<file path="config.mk">
export PLATFORM = sky130hd
export DESIGN_NAME = vga_sync
export DESIGN_NICKNAME = d
export VERILOG_FILES = /design/src/rtl/vga_timing_pkg.sv /design/src/rtl/vga_tick_gen.sv /design/src/rtl/vga_sync.sv
export SDC_FILE = /design/constraint.sdc
export NUM_CORES = 1
export LEC_CHECK = 0
export ABC_CLOCK_PERIOD_IN_PS = 2100
export BUFFER_PORTS_ARGS = -buffer_cell sky130_fd_sc_hd__clkbuf_2
export CORE_MARGIN = 10
export CORE_UTILIZATION = 25
export CTS_BUF_LIST = sky130_fd_sc_hd__clkbuf_8
export DETAILED_ROUTE_END_ITERATION = 10
export PLACE_DENSITY = 0.48
export SETUP_SLACK_MARGIN = 0.2
export SLEW_MARGIN = 0
export SYNTH_ARGS = -nofsm -noshare
export SYNTH_HDL_FRONTEND = slang
export SYNTH_SLANG_ARGS = --single-unit
</file>
<file path="constraint.sdc">
create_clock -name clk -period 2.1 [get_ports clk]
set_input_delay 0.21 -clock clk [delete_from_list [all_inputs] [get_ports clk]]
set_output_delay 0.21 -clock clk [all_outputs]
set_load 0.01 [all_outputs]
</file>
<file path="src/rtl/vga_timing_pkg.sv">
// rtl/vga_timing_pkg.sv - default 640x480@60 timing constants and coordinate type for vga_sync
package vga_timing_pkg;

    localparam int COORD_W = 10;
    typedef logic [COORD_W-1:0] coord_t;

    localparam int DEF_CLK_DIV   = 4;

    localparam int DEF_H_DISPLAY = 640;
    localparam int DEF_H_FP      = 16;
    localparam int DEF_H_SYNC    = 96;
    localparam int DEF_H_BP      = 48;
    localparam int DEF_H_TOTAL   = DEF_H_DISPLAY + DEF_H_FP + DEF_H_SYNC + DEF_H_BP;

    localparam int DEF_V_DISPLAY = 480;
    localparam int DEF_V_FP      = 10;
    localparam int DEF_V_SYNC    = 2;
    localparam int DEF_V_BP      = 33;
    localparam int DEF_V_TOTAL   = DEF_V_DISPLAY + DEF_V_FP + DEF_V_SYNC + DEF_V_BP;

    // Inclusive sync windows, expressed on the count value.
    localparam int DEF_H_SYNC_LO = DEF_H_DISPLAY + DEF_H_FP;
    localparam int DEF_H_SYNC_HI = DEF_H_DISPLAY + DEF_H_FP + DEF_H_SYNC - 1;
    localparam int DEF_V_SYNC_LO = DEF_V_DISPLAY + DEF_V_FP;
    localparam int DEF_V_SYNC_HI = DEF_V_DISPLAY + DEF_V_FP + DEF_V_SYNC - 1;

endpackage

</file>
<file path="src/rtl/vga_tick_gen.sv">
// rtl/vga_tick_gen.sv - system-clock divider producing the one-clk pixel enable
module vga_tick_gen #(
    parameter int CLK_DIV = 4
) (
    input  logic clk,
    input  logic rst_n,
    output logic p_tick
);

    localparam int DIV_W = (CLK_DIV > 2) ? $clog2(CLK_DIV) : 1;
    localparam logic [DIV_W-1:0] DIV_LAST = DIV_W'(CLK_DIV - 1);

    logic [DIV_W-1:0] r_div;

    always_ff @(posedge clk) begin
        if (!rst_n) begin
            r_div <= '0;
        end else if (r_div == DIV_LAST) begin
            r_div <= '0;
        end else begin
            r_div <= r_div + 1'b1;
        end
    end

    assign p_tick = (r_div == DIV_LAST);

endmodule

</file>
<file path="src/rtl/vga_sync.sv">
// rtl/vga_sync.sv - VGA h/v counters, registered syncs, video_on and frame pulse
// Optional frame_cnt output enabled by VGA_SYNC_FRAME_CNT_EN.
module vga_sync
    import vga_timing_pkg::*;
#(
    parameter int CLK_DIV   = DEF_CLK_DIV,
    parameter int H_DISPLAY = DEF_H_DISPLAY,
    parameter int H_FP      = DEF_H_FP,
    parameter int H_SYNC    = DEF_H_SYNC,
    parameter int H_BP      = DEF_H_BP,
    parameter int V_DISPLAY = DEF_V_DISPLAY,
    parameter int V_FP      = DEF_V_FP,
    parameter int V_SYNC    = DEF_V_SYNC,
    parameter int V_BP      = DEF_V_BP
) (
    input  logic               clk,
    input  logic               rst_n,
    output logic               p_tick,
    output logic               hsync,
    output logic               vsync,
    output logic               video_on,
    output logic [COORD_W-1:0] pixel_x,
    output logic [COORD_W-1:0] pixel_y,
`ifdef VGA_SYNC_FRAME_CNT_EN
    output logic [7:0]         frame_cnt,
`endif
    output logic               frame_start
);

    localparam int H_TOTAL = H_DISPLAY + H_FP + H_SYNC + H_BP;
    localparam int V_TOTAL = V_DISPLAY + V_FP + V_SYNC + V_BP;

    // All sums stay below 1024, so these casts never drop bits.
    localparam coord_t H_LAST    = coord_t'(H_TOTAL - 1);
    localparam coord_t V_LAST    = coord_t'(V_TOTAL - 1);
    localparam coord_t H_VIS     = coord_t'(H_DISPLAY);
    localparam coord_t V_VIS     = coord_t'(V_DISPLAY);
    localparam coord_t H_SYNC_LO = coord_t'(H_DISPLAY + H_FP);
    localparam coord_t H_SYNC_HI = coord_t'(H_DISPLAY + H_FP + H_SYNC - 1);
    localparam coord_t V_SYNC_LO = coord_t'(V_DISPLAY + V_FP);
    localparam coord_t V_SYNC_HI = coord_t'(V_DISPLAY + V_FP + V_SYNC - 1);

    logic   w_p_tick;
    coord_t r_h_cnt, r_v_cnt;
    coord_t w_h_next, w_v_next;
    logic   r_hsync, r_vsync;

    vga_tick_gen #(
        .CLK_DIV(CLK_DIV)
    ) u_tick_gen (
        .clk   (clk),
        .rst_n (rst_n),
        .p_tick(w_p_tick)
    );

    always_comb begin
        w_h_next = r_h_cnt;
        w_v_next = r_v_cnt;
        if (w_p_tick) begin
            if (r_h_cnt == H_LAST) begin
                w_h_next = '0;
                w_v_next = (r_v_cnt == V_LAST) ? '0 : r_v_cnt + 1'b1;
            end else begin
                w_h_next = r_h_cnt + 1'b1;
            end
        end
    end

    // Syncs decode the next counts so they switch on the same edge as the coordinates.
    always_ff @(posedge clk) begin
        if (!rst_n) begin
            r_h_cnt <= '0;
            r_v_cnt <= '0;
            r_hsync <= 1'b1;
            r_vsync <= 1'b1;
        end else begin
            r_h_cnt <= w_h_next;
            r_v_cnt <= w_v_next;
            r_hsync <= !((w_h_next >= H_SYNC_LO) && (w_h_next <= H_SYNC_HI));
            r_vsync <= !((w_v_next >= V_SYNC_LO) && (w_v_next <= V_SYNC_HI));
        end
    end

    assign p_tick      = w_p_tick;
    assign hsync       = r_hsync;
    assign vsync       = r_vsync;
    assign pixel_x     = r_h_cnt;
    assign pixel_y     = r_v_cnt;
    assign video_on    = (r_h_cnt < H_VIS) && (r_v_cnt < V_VIS);
    assign frame_start = w_p_tick && (r_h_cnt == '0) && (r_v_cnt == '0);

`ifdef VGA_SYNC_FRAME_CNT_EN
    logic [7:0] r_frame_cnt;
    logic       r_first_seen;

    // The pulse right after reset marks frame 0, so it is not counted.
    always_ff @(posedge clk) begin
        if (!rst_n) begin
            r_frame_cnt  <= '0;
            r_first_seen <= 1'b0;
        end else if (frame_start) begin
            if (r_first_seen) begin
                r_frame_cnt <= r_frame_cnt + 1'b1;
            end
            r_first_seen <= 1'b1;
        end
    end

    assign frame_cnt = r_frame_cnt;
`endif

endmodule

</file>
* Word level (Yosys, flattened, before mapping)
Index checks and enable logic that the tools add are counted.
** Storage, ports and cells
- Register bits :: 24
- Bits of input ports :: 2
- Output and inout bits :: 25
- Logic and storage cells :: 33
** Operators by class
- Add/subtract/negate cells :: 3
- Magnitude comparators :: 6
- Equality and inequality tests :: 3
- Multiplexer cells :: 5
- Bitwise logic cells :: 1
- Reduce and logical (&&, ||, !) cells :: 10
** Operators with widths (count)
- 2-to-1 mux 10 bit :: 5
- adder 10 x 1 -> 10 bit, second input constant :: 2
- == test 10 bit, second input constant :: 2
- zero test 10 bit :: 2
- greater-or-equal comparator 10 bit, second input constant :: 1
- greater-or-equal comparator 10 x 9 -> 1 bit, second input constant :: 1
- less-or-equal comparator 10 bit, second input constant :: 1
- less-or-equal comparator 10 x 9 -> 1 bit, second input constant :: 1
- less-than comparator 10 bit, second input constant :: 1
- less-than comparator 10 x 9 -> 1 bit, second input constant :: 1
- logical AND 1 bit :: 5
- adder 2 x 1 -> 2 bit, second input constant :: 1
- == test 2 bit, second input constant :: 1
- zero test 1 bit :: 2
- OR reduction 2 bit :: 1
- NOT 1 bit :: 1

* Longest topological paths before layout
- Depth in word-level cells :: 7
- Gate-level depth with buffers :: 7

* Hierarchy
From an unflattened synthesis, not the netlist that was laid out.
** Unflattened totals
- Cell total of the unflattened synthesis :: 174
- Area, all modules :: 1422.6 um2
** By module, submodules not included
- vga_sync :: times used 1, cells an instance 169, area each 1348.8 um2
- vga_tick_gen :: times used 1, cells an instance 5, area each 73.8 um2

* Least setup slack after synthesis
OpenSTA, ideal clock, no wires.
- Path type :: register to output
- Start point :: register u_tick_gen.r_div[0]
- End point :: output frame_start
- Data arrival time :: 1879 ps
- Path slack :: 11 ps
- Stages on the path, launching flop included :: 5
- Path buffers :: 0
- Path through :: dfxtp_1 -> ha_1 -> or4b_4 -> or4_2 -> nor3_1
** On the way
- Word-level cells in the longest chain between the ends :: 3
** RTL lines
- start, declared :: line vga_tick_gen.sv:13 : logic [DIV_W-1:0] r_div;
- start signal, assigned :: line vga_tick_gen.sv:21 : r_div <= r_div + 1'b1;
- == test 2 bit :: line vga_tick_gen.sv:25 : assign p_tick = (r_div == DIV_LAST);
- named net p_tick :: line vga_sync.sv:18 : output logic p_tick,
- logical AND 1 bit (2 in series) :: line vga_sync.sv:90 : assign frame_start = w_p_tick && (r_h_cnt == '0) && (r_v_cnt == '0);
- end, declared :: line vga_sync.sv:27 : output logic frame_start
The timed path passes the listed nets, and every way through them passes these cells.

* Worst setup path in the final report
- Start point :: register u_tick_gen.r_div[0]
- End point :: output frame_start
** On the way
- Word-level cells in the longest chain between the ends :: 3
** RTL lines (line)
- == test 2 bit :: vga_tick_gen.sv:25
- logical AND 1 bit (2 in series) :: vga_sync.sv:90
No other way between the ends.

==> results.json <==
{
  "run_status": "finished, violations left",
  "failed_checks": "negative setup slack",
  "power_frac_clock_pct": 44.9,
  "cp-start-kind": "flop",
  "setup_viol": 1,
  "vias": 1492,
  "finalHoldViolCount": 0,
  "die_w_um": 98.2,
  "drtIter0Drc": 48,
  "ys.warnings.count": 0,
  "ys.flop_type": "dfxtp_1",
  "synth_area_mm2": 0.00153,
  "cts_tree": "yes",
  "ctsLongestPathBuffers": 2,
  "cts.sinks": 24,
  "drtAntennaViolNets": 0,
  "clkLatencyLatePin_ns": 0.28,
  "rsz0062_at_grt": "yes",
  "p_leak_uw": 0.000785,
  "power.density_mw_per_mm2": 472,
  "slew_violations": 0,
  "root_buffer": "clkbuf_8",
  "fin_crit_ns": 2.13,
  "grt_max_degree": 17,
  "antenna_found_initial": 0,
  "regArea_um2": 483,
  "die_h_um": 98.2,
  "crit_required_ns": 1.89,
  "port_buffers": 26,
  "worstPathMaxFanout": 2,
  "worst_slew_pin_slew_ns": 0.432,
  "comb_power_share_pct": 6.3,
  "ys_seq_elements": 24,
  "fin_ws_ns": -0.0329,
  "routed_wl_um": 4570,
  "nFillCells": 630,
  "io-pin-count": 27,
  "cts_hold_buf": 0,
  "cp-end-kind": "output port",
  "grt_pass1_vias": 1450,
  "detail_route.wl_per_cell_um": 15.4,
  "sw_frac_of_total_pct": 21.8,
  "multiInputGateArea_mm2": 0.00106,
  "final_core_util_pct": 34.3,
  "seq_power_share_pct": 48.8,
  "start_util_pct": 25.8,
  "row_count": 28,
  "dp_hpwl_um": 3480,
  "ys_seq_area_share_pct": 31.4,
  "ir_worst_vdd_mv": 0.320,
  "hp-class": "input pin to flop",
  "synthArstFlopShare_pct": 0,
  "grt-ovfl-total": 0,
  "layout_common_cells": "25 x clkbuf_2, 22 x dfxtp_1, 19 x buf_4, 16 x nand2_1, 12 x nor2_1",
  "drv_cap": 0,
  "dp_worst_setup_slack_ns": 0.106,
  "final_common_cell": "clkbuf_2",
  "synth_nets": 185,
  "finalPower_uw": 958,
  "layout-drive-gt1-share_pct": 35.3,
  "vias_per_cell": 5.04,
  "drcViolationCount": 0,
  "numCtsBuffers": 3,
  "fmax_ghz": 0.469,
  "final_nets": 229,
  "syn_to_final_growth_pct": 32.7,
  "htree_levels": 1,
  "grt_pass1_wl_um": 7620,
  "period_share_pct": 102,
  "critPathArrivalTime_ns": 1.92,
  "die_area_mm2": 0.00965,
  "synth.avg_cell_area_um2": 8.60,
  "synth_edf_count": 0,
  "slew-limit-headroom_pct": 70.9,
  "gp_congestion": 0.789,
  "n_antenna_cell": 0,
  "power.switching_uw": 209,
  "synth_cell_types": 54,
  "dr.pass1.iters": 4,
  "clock_skew_ns": 0.00194,
  "netlist_instances": 178,
  "p_int_uw": 749,
  "cts.reportedPaths.clkPinSlew_ns": 0.10,
  "criticalPathCategory": "flop to output port",
  "grtUsageTotal_pct": 9.39,
  "core_mm2": 0.00592
}
-- sequential cells by signal (all words and copies together), names as in the netlist --
register / cells
pixel_x: 10
pixel_y: 10
u_tick_gen.r_div: 2
hsync: 1
vsync: 1
-- path summary, 6_finish.rpt --
| kind | from | endpoint | slack [ns] | cells past startpoint |
|---|---|---|---|---|
| max | u_tick_gen.r_div[0] | frame_start | -0.03 | 5 |
| min | rst_n | pixel_x[6] | 0.29 | 3 |
| max reg2reg | u_tick_gen.r_div[0] | vsync | 0.17 | 8 |
| min reg2reg | u_tick_gen.r_div[0] | u_tick_gen.r_div[0] | 0.45 | 1 |
-- what timing repair did --
action                                  CTS  global route
pin swaps                                 5             3
gates resized for setup                   7            10
endpoints found under the setup margin    5            12
buffers inserted                          5             0
-- cell families (layout without fill, tap and decap cells) --
kind of cell	count (synthesis)	count (layout)	share of synthesized area (%)
buffers and inverters	13	56	4.42
XOR/XNOR	10	10	5.72
AO/OA/AOI/OAI	34	34	17.9
flip-flops	24	24	31.4
multiplexers	1	1	0.654
adder cells (fa/ha/maj)	5	5	4.09
AND/OR/NAND/NOR	91	91	35.8
-- worst max-delay path: stages (launching register included) --
cell	delay, ns
dfxtp_2	0.37
ha_4	0.14
or4b_4	0.45
or4_4	0.44
nor3_4	0.13
buf_6	0.12
-- power by group through the flow --
| stage | combinational, uW | clock (uW) | sequential, uW |
|---|---|---|---|
| 3_3_place_gp | 55.4 | 0 | 477 |
| 3_5_place_dp | 55.3 | 0 | 478 |
| 4_1_cts | 60.4 | 439 | 468 |
| 5_1_grt | 68.0 | 454 | 469 |
| 2_1_floorplan | 33.3 | 0 | 479 |
| 6_report | 60.1 | 430 | 468 |
-- layout make-up --
cell class              count  share of cell area (%)
well taps                  75                    4.62
multi-input cells         141                    52.3
clock buffers               3                    2.03
inverters                   5                   0.924
clock inverters             1                    1.48
flip-flops and latches     24                    23.8
repair buffers             47                    14.8
-- cell usage after synthesis, types with 5 or more instances --
master | n | area share [%]
dfxtp_1 | 24 | 31
nand2_1 | 17 | 4.2
nor2_1 | 13 | 3.2
nand3_1 | 9 | 2.9
and2_1 | 7 | 2.9
nand4_1 | 7 | 2.9
xnor2_1 | 7 | 4.0
a31oi_1 | 5 | 2.0
clkbuf_1 | 5 | 1.2
ha_1 | 5 | 4.1
inv_1 | 5 | 1.2
nor3_1 | 5 | 1.6
o21a_1 | 5 | 2.5
-- per-stage QoR --
| stage | TNS, ns | instance area (um2) | hold WS [ns] | cells |
|---|---|---|---|---|
| 3_5_place_dp | 0 | 1850 | 0.480 | 287 |
| 6_report | -0.0329 | 2030 | 0.291 | 296 |
| 5_1_grt | -0.111 | 2030 | 0.320 | 296 |
| 2_1_floorplan | 0 | 1560 | 0.356 | 178 |
| 4_1_cts | -0.131 | 1990 | 0.297 | 296 |
| 3_3_place_gp | 0 | 1850 | 0.455 | 287 |
-- per-layer routing --
layer	GRT usage, %	wire (um)	vias up
met2	15.8	2170	35
met1	11.7	2140	713
li1	-	-	742
met3	2.89	235	2
met4	1.32	17	0
met5	0	0	-
Note: power is estimated with default switching activity, not from simulation.
